--- src/rtl/rc_frame_parser.sv ---
// rc_frame_parser
// Upstream command stage for the flight controller. Hunts for 15-byte command
// frames (AA 55, four big-endian 24-bit targets, additive checksum) in the
// UART byte stream. Valid targets are clamped and published with a one-cycle
// renew strobe. A link watchdog forces zero targets once when the ground link
// goes silent.
//
// Ports:
//   clk           50 MHz system clock
//   rst_n         synchronous reset, active high (1 = reset)
//   rx_data       received byte
//   rx_valid      one-cycle strobe, rx_data valid
//   target_renew  one-cycle pulse, targets updated this cycle
//   target_*      signed 24-bit height / pitch / roll / yaw targets
//   frame_err     one-cycle pulse on checksum failure or byte timeout
//   frame_cnt     count of accepted frames, wraps at 255
//   link_lost     level, no valid frame within LINK_TIMEOUT cycles
module rc_frame_parser #(
    parameter int unsigned BYTE_TIMEOUT = 50000,
    parameter int unsigned LINK_TIMEOUT = 25000000,
    parameter int          ANGLE_LIMIT  = 3000,
    parameter int          HEIGHT_MAX   = 200000
) (
    input  logic        clk,
    input  logic        rst_n,
    input  logic [7:0]  rx_data,
    input  logic        rx_valid,
    output logic        target_renew,
    output logic [23:0] target_height,
    output logic [23:0] target_pitch,
    output logic [23:0] target_roll,
    output logic [23:0] target_yaw,
    output logic        frame_err,
    output logic        link_lost,
    output logic [7:0]  frame_cnt
);

    localparam int GAP_W  = $clog2(BYTE_TIMEOUT + 1);
    localparam int LINK_W = $clog2(LINK_TIMEOUT + 1);

    localparam logic signed [23:0] HMAX = 24'(HEIGHT_MAX);
    localparam logic signed [23:0] AMAX = 24'(ANGLE_LIMIT);
    localparam logic signed [23:0] AMIN = 24'(-ANGLE_LIMIT);

    typedef enum logic [1:0] {
        HUNT_H0,
        HUNT_H1,
        PAYLOAD,
        CHECK
    } state_t;

    state_t              state_q, state_d;
    logic [3:0]          byteIdx_q;
    logic [7:0]          sum_q;
    logic [95:0]         payload_q;
    logic [GAP_W-1:0]    gapCnt_q;
    logic [LINK_W-1:0]   linkCnt_q;
    logic                renew_q, frameErr_q, linkLost_q;
    logic [7:0]          frameCnt_q;
    logic [23:0]         height_q, pitch_q, roll_q, yaw_q;

    logic publishFrame, checksumBad, gapExpired, frameErrEvent, linkExpire;
    logic signed [23:0] rawHeight, rawPitch, rawRoll, rawYaw;
    logic signed [23:0] clampHeight, clampPitch, clampRoll, clampYaw;

    function automatic logic signed [23:0] clampAngle(input logic signed [23:0] v);
        if (v > AMAX) return AMAX;
        if (v < AMIN) return AMIN;
        return v;
    endfunction

    // Payload is shifted in MSB-first, so the first field received (height)
    // ends up in the top 24 bits once all twelve bytes are in.
    assign rawHeight = $signed(payload_q[95:72]);
    assign rawPitch  = $signed(payload_q[71:48]);
    assign rawRoll   = $signed(payload_q[47:24]);
    assign rawYaw    = $signed(payload_q[23:0]);

    assign clampHeight = (rawHeight < 24'sd0) ? 24'sd0 :
                         (rawHeight > HMAX)   ? HMAX   : rawHeight;
    assign clampPitch  = clampAngle(rawPitch);
    assign clampRoll   = clampAngle(rawRoll);
    assign clampYaw    = clampAngle(rawYaw);

    // Next-state logic and the per-cycle frame events. A byte arriving in the
    // expiry cycle suppresses the timeout. The watchdog yields to a publish
    // and is deferred by a frame error so renew and frame_err never overlap;
    // its counter saturates, so a deferred expiry fires on the next cycle.
    always_comb begin
        state_d      = state_q;
        publishFrame = 1'b0;
        checksumBad  = 1'b0;
        gapExpired   = (state_q != HUNT_H0) && !rx_valid &&
                       (gapCnt_q == GAP_W'(BYTE_TIMEOUT));

        case (state_q)
            HUNT_H0: begin
                if (rx_valid && rx_data == 8'hAA) state_d = HUNT_H1;
            end
            HUNT_H1: begin
                if (rx_valid) begin
                    if (rx_data == 8'h55)      state_d = PAYLOAD;
                    else if (rx_data == 8'hAA) state_d = HUNT_H1;
                    else                       state_d = HUNT_H0;
                end
            end
            PAYLOAD: begin
                if (rx_valid && byteIdx_q == 4'd11) state_d = CHECK;
            end
            CHECK: begin
                if (rx_valid) begin
                    if (rx_data == sum_q) publishFrame = 1'b1;
                    else                  checksumBad  = 1'b1;
                    state_d = HUNT_H0;
                end
            end
            default: state_d = HUNT_H0;
        endcase

        if (gapExpired) state_d = HUNT_H0;

        frameErrEvent = checksumBad || gapExpired;
        linkExpire    = (linkCnt_q == LINK_W'(LINK_TIMEOUT)) && !linkLost_q &&
                        !publishFrame && !frameErrEvent;
    end

    // State register plus frame datapath, watchdog and published outputs.
    always_ff @(posedge clk) begin
        if (rst_n) begin
            state_q     <= HUNT_H0;
            byteIdx_q   <= 4'd0;
            sum_q       <= 8'd0;
            payload_q   <= 96'd0;
            gapCnt_q    <= '0;
            linkCnt_q   <= '0;
            renew_q     <= 1'b0;
            frameErr_q  <= 1'b0;
            linkLost_q  <= 1'b1;
            frameCnt_q  <= 8'd0;
            height_q    <= 24'd0;
            pitch_q     <= 24'd0;
            roll_q      <= 24'd0;
            yaw_q       <= 24'd0;
        end else begin
            state_q <= state_d;

            if (state_q == HUNT_H1 && rx_valid && rx_data == 8'h55) begin
                byteIdx_q <= 4'd0;
                sum_q     <= 8'd0;
            end else if (state_q == PAYLOAD && rx_valid) begin
                payload_q <= {payload_q[87:0], rx_data};
                sum_q     <= sum_q + rx_data;
                byteIdx_q <= byteIdx_q + 4'd1;
            end

            if (rx_valid || state_q == HUNT_H0)
                gapCnt_q <= '0;
            else if (gapCnt_q != GAP_W'(BYTE_TIMEOUT))
                gapCnt_q <= gapCnt_q + 1'b1;

            if (publishFrame)
                linkCnt_q <= '0;
            else if (linkCnt_q != LINK_W'(LINK_TIMEOUT))
                linkCnt_q <= linkCnt_q + 1'b1;

            renew_q    <= publishFrame || linkExpire;
            frameErr_q <= frameErrEvent;

            if (publishFrame) begin
                height_q   <= clampHeight;
                pitch_q    <= clampPitch;
                roll_q     <= clampRoll;
                yaw_q      <= clampYaw;
                linkLost_q <= 1'b0;
                frameCnt_q <= frameCnt_q + 8'd1;
            end else if (linkExpire) begin
                height_q   <= 24'd0;
                pitch_q    <= 24'd0;
                roll_q     <= 24'd0;
                yaw_q      <= 24'd0;
                linkLost_q <= 1'b1;
            end
        end
    end

    assign target_renew  = renew_q;
    assign target_height = height_q;
    assign target_pitch  = pitch_q;
    assign target_roll   = roll_q;
    assign target_yaw    = yaw_q;
    assign frame_err     = frameErr_q;
    assign link_lost     = linkLost_q;
    assign frame_cnt     = frameCnt_q;

endmodule

--- config.mk ---
export PLATFORM = sky130hd
export DESIGN_NAME = rc_frame_parser
export DESIGN_NICKNAME = d
export VERILOG_FILES = /design/src/rtl/rc_frame_parser.sv
export SDC_FILE = /design/constraint.sdc
export NUM_CORES = 1
export LEC_CHECK = 0
export CORE_MARGIN = 1.5
export CORE_UTILIZATION = 30
export CTS_BUF_LIST = sky130_fd_sc_hd__clkbuf_16
export DETAILED_ROUTE_END_ITERATION = 7
export PLACE_DENSITY = 0.55
export SYNTH_ARGS = -nofsm -noshare
export SYNTH_HDL_FRONTEND = slang
export SYNTH_SLANG_ARGS = --single-unit
--- constraint.sdc ---
create_clock -name clk -period 3.78 [get_ports clk]
set_input_delay 0.756 -clock clk [delete_from_list [all_inputs] [get_ports clk]]
set_output_delay 0.756 -clock clk [all_outputs]
set_load 0.01 [all_outputs]
-- Word-level counts from Yosys, hierarchy flattened
Index checks and enable logic that the tools add are counted.
- bits in writable memories: 0
- bits in registers: 258
- output and inout bits: 107
- bits in latches: 0
- bits of input ports: 11
- ROM bits: 0
- memories: 0
- bitwise gates (word level): 1
- $mul: 0
- add/sub/neg operators: 5
- reductions and logical operators: 26
- div/mod/pow operators: 0
- order comparisons: 8
- multiplexer cells: 43
- eq/ne operators: 15
- shift operators: 0
- operator list (cell ; number):
    $mux W24 ; 19
    $gt A24 B13 Y1 const B ; 3
    $lt A24 B13 Y1 const B ; 3
    $add A25 B1 Y25 const B ; 1
    $eq A25 B25 Y1 const B ; 1
    $ne A25 B25 Y1 const B ; 1
    $gt A24 B19 Y1 const B ; 1
    $lt A24 B1 Y1 const B ; 1
    $mux W1 ; 18
    $add A16 B1 Y16 const B ; 1
    $eq A16 B16 Y1 const B ; 1
    $ne A16 B16 Y1 const B ; 1
    $logic_and A1 B1 Y1 ; 10
    $mux W2 ; 5
    $add A8 B1 Y8 const B ; 1
    $add A8 B8 Y8 ; 1
    $eq A8 B7 Y1 const B ; 1
    $eq A8 B8 Y1 ; 1
    $eq A8 B8 Y1 const B ; 1
    $ne A2 B2 Y1 const B ; 4
    $pmux W2 S4 ; 1
    $reduce_or A2 Y1 ; 4
    $add A4 B1 Y4 const B ; 1
    $eq A2 B2 Y1 const B ; 2
    9 further kinds ; 15

-- Depth between registers and ports, before layout
- depth in word-level cells: 9
- depth in mapped cells: 10
- gate-level depth less buffers: 9

-- Worst setup path after synthesis
OpenSTA, ideal clock, no wires.
- path kind: input port to flip-flop
- start point: input rx_data[3]
- end point: register linkCnt_q[10]
- slack: 1163 ps
- data required time: 3652 ps
- arrival: 2490 ps
- cell stages on the path: 8
- buffers on the path: 3
- path through: ha_1 -> nor4_1 -> and4_1 -> buf_2 -> or2_2 -> clkbuf_1 -> clkbuf_1 -> nor2_1
- word-level cells in the longest chain between the ends: 5
- RTL lines (item ; RTL line ; text):
    from (decl) ; 26 ; input logic [7:0] rx_data,
    $eq A8 B8 Y1 ; 112 ; if (rx_data == sum_q) publishFrame = 1'b1;
    $mux W1 ; 112 ;
    $mux W1 ; 111 ; if (rx_valid) begin
    $mux W1 ; 96 ; case (state_q)
    $reduce_or A2 Y1 (no source line) ; n/a ;
    to (signal assigned) ; 164 ; linkCnt_q <= linkCnt_q + 1'b1;
    to (decl) ; 57 ; logic [LINK_W-1:0] linkCnt_q;
Every way passes these cells.
A chain may end at the register's enable or synchronous reset.

-- Worst setup path after layout
- start point: input rx_data[2]
- end point: register height_q[13], in the netlist target_height[13]
- word-level cells in the longest chain between the ends: 8
- elaborated cells on any way between the ends: 14
- RTL lines (item ; RTL line ; text):
    $eq A8 B8 Y1 (*) ; 112 ;
    $mux W1 ; 112 ;
    $mux W1 ; 111 ;
    $mux W1 ; 96 ;
    $logic_not A1 Y1 or $logic_or A1 B1 Y1 (tied branches) ; 124, 122 ;
    $logic_and A1 B1 Y1 or $logic_not A1 Y1 (tied branches) ; 123, 124 ;
    $logic_and A1 B1 Y1 ; 124 ; !publishFrame && !frameErrEvent;
    $reduce_bool A2 Y1 (no source line) ; n/a ;
    to (signal assigned) ; 170 ; height_q <= clampHeight;
    to (decl) ; 60 ; logic [23:0] height_q, pitch_q, roll_q, yaw_q;
Every way passes the cells marked *; elsewhere a longest branch is shown, timed or not.

==> impl_results.md <==
* Largest net degree at the start of global routing at 70
* Placed cells at 1720
* Setup-failing EPs final at 0
* Die area at 0.0348 mm²
* Nets at 1336
* Status: finished, final reports clean
* Total power at 5.47 mW
* Vias per cell at 4.78
* Tightest Pin Transition at 792 ps
* Final Util at 38.3%
* P per Cell Area at 434 mW/mm²
* DRC at 0
* CP max stage delay at 480 ps
* Placement Rows at 66
* Fraction of registers with async set or reset after synthesis at 0%
* Yosys reg bits at 257
* Hold path cells at 2
* Antenna violations before repair at 0
* Hpwl dp at 17200 µm
* GR Util All Layers at 14.4%
* DR pass1 iterations at 6
* Top cells by area, synth: dfxtp_1 51%, nand2_1 11%, a21oi_1 6.2%
* Mapped Area at 0.0101 mm²
* WP data arrival at 3520 ps
* Critical R2R Launch: sum_q[3]
* CTS resizes at 0
* Critical Path, Cell by Cell: clkdlybuf4s50_1 -> ha_1 -> nor4_1 -> and4_1 -> and2b_1 -> nand2b_1 -> nor2b_1 -> buf_4 -> a22o_1
* FF-to-FF path depth at 8
* Fmax at 0.328 GHz
* Syn Area/Cell at 8.36 µm²
* Total CTS buffers at 28
* Ant. Diodes at 0
* Worst skew pair latency at 530 ps
* Hold_sp: target_pitch[15]
* Post-CTS Setup Inserts at 0
* Core Area at 0.0329 mm²
* Tightest Hold Check Type: register to register
* Seq/Total Area, Yosys at 51.0%
* Vias at 8460
* CTS Hold Buffers Added at 0
* Num Clock Sinks at 257
* Setup TNS at 0 ps
* Buf+Inv Stages, Crit Path at 2
* Leakage at 4.25 nW
* Fin crit period at 3050 ps
* Clk_skew at 7.99 ps
* Final Non-Filler Cells at 1771
* Placer Congestion at 0.774
* Port-buffer cells at 116
* Unrepaired setup endpoints after global routing: no
* Slew margin rel. at 46.7%
* Ys flop type: dfxtp_1
* P&R area growth vs syn at 24.7%
* Antenna viol nets, final at 0
* I/O pin count at 118
* Critical Path Sink Type: register
* Worst Path Required at 4250 ps
* Worst path slowest cell: clkdlybuf4s50_1
* # fillers at 3469
* Global-route wire length before repair at 42300 µm
* Post-synth cell types at 55
* Clk Tree Root Cell: clkbuf_16
* Syn_nets at 1236
* Final worst setup slack at 732 ps
* CP Max Fanout at 12
* Share of the synthesized area in the top cell type at 51.0%
* Commonest cells after routing, fill and taps aside: 295 x nand2_1, 257 x dfxtp_1, 125 x a21oi_1, 115 x clkdlybuf4s50_1, 114 x nor2_1
* Average wire per standard cell at 14.4 µm
* Reg area at 0.00514 mm²
* Area of the multi-input gates at 0.00463 mm²
* CP Depth at 9
* Commonest non-fill, non-tap cell in the layout: nand2_1
* Initial Util at 30.7%
* Gate Count Post-Synth at 1208
* CP startpoint kind: input port
* Final hold violations at 0
* Yosys warns at 0
* Final period util at 80.6%
* Clk buf depth at 3
* Overflow after GRT at 0
* Crit path launch: rx_data[2]
* CTS tree: built
* Cell family with most CP delay: simple AND/OR/NAND/NOR gates
* Pre-CTS setup slack at 176 ps
* Initial DRC Count at 534
* Die Wd at 186 µm
* Crit path kind: input port to register
* Die height at 186 µm
* EDFF count, synth at 0
* WL final at 25500 µm
* Pins Over Slew Limit at 0
* Vias in the first global route at 8035
* Share of cells above drive strength 1 at 5.19%
* Maxcap violations at 0
* Clock transition at path regs at 60 ps
* Max VDD drop at 0.000346 V
* Htree depth at 1
* Yosys top cell by area: dfxtp_1
## kinds of logic (layout without fill, tap and decap cells)
group	after synthesis	count (layout)	synth area share, %
AOI/OAI and AO/OA	247	247	14.3
xor gates and xnor gates	45	45	3.90
adders and majority gates	17	17	2.18
buffers and inverters	78	199	3.28
DFF	257	257	51.0
muxes	4	4	0.421
other	1	1	0.0371
and+or+nand+nor	559	559	24.9
## synthesized netlist by cell type (all sizes together) (4+ instances only)
library cell and number:
a22o 15, ha 16, nand4 27, nand2b 14
nor4 13, nand3b 4, nand3 16, nor3 17
or3 14, nand2 295, xnor2 13, nor4bb 6
nor2 115, inv 14, and2 6, or2 4
a221o 18, xor2 32, buf 18, clkbuf 46
dfxtp 257, a21o 5, and3 8, a21oi 125
o21ai 69
## worst register-to-register path: cells and delay by family (launching register included)
kind,cells,cell delay [ps]
AO/OA/AOI/OAI,1,150
adder cells (fa/ha/maj),1,330
buffers and inverters,1,190
flip-flops,1,310
AND/OR/NAND/NOR,5,1580
## area by class of cell
class                      count  share of cell area (%)
sequential                   257                    40.9
multi-input combinational    873                    36.8
timing repair buffer         134                    10.4
clock buffer                  29                    5.76
tap                          442                    4.39
clock inverter                22                    1.38
inverter                      14                   0.417
## sequential cells by signal (all words and copies together) (netlist names), named ones only
name / count
payload_q: 96
state_q: 1
target_pitch: 24
target_roll: 24
link_lost: 1
frame_err: 1
byteIdx_q: 4
target_height: 23
gapCnt_q: 16
frame_cnt: 8
sum_q: 8
linkCnt_q: 25
target_yaw: 24
target_renew: 1
## per-stage QoR
stage                     hold WS (ps)  cell area, µm²
after floorplan                    433           10100
after global placement             441           11700
after detailed placement           444           11700
after CTS                          458           12600
after global routing               470           12600
final                              452           12600
## power breakdown
group	leakage (nW)	internal [mW]	switching (mW)
clock network	0.465	1.58	1.08
logic	1.72	0.0303	0.0631
registers	2.07	2.71	0.00357
total	4.25	4.32	1.15
## metal layers
metal / GRT usage (%) / vias up / routed length [µm]
met2: 22.7 / 132 / 11300
met1: 20.1 / 3963 / 12700
met3: 2.76 / 33 / 1150
li1: - / 4332 / -
met5: 0 / - / 0
met4: 3.28 / 0 / 356
## final timing paths
path,end,slack [ps]
max,target_height[13],730
min,target_pitch[15],450
max reg2reg,target_height[13],1170
min reg2reg,target_pitch[15],450
No activity file was read; power rests on OpenSTA's default activity.
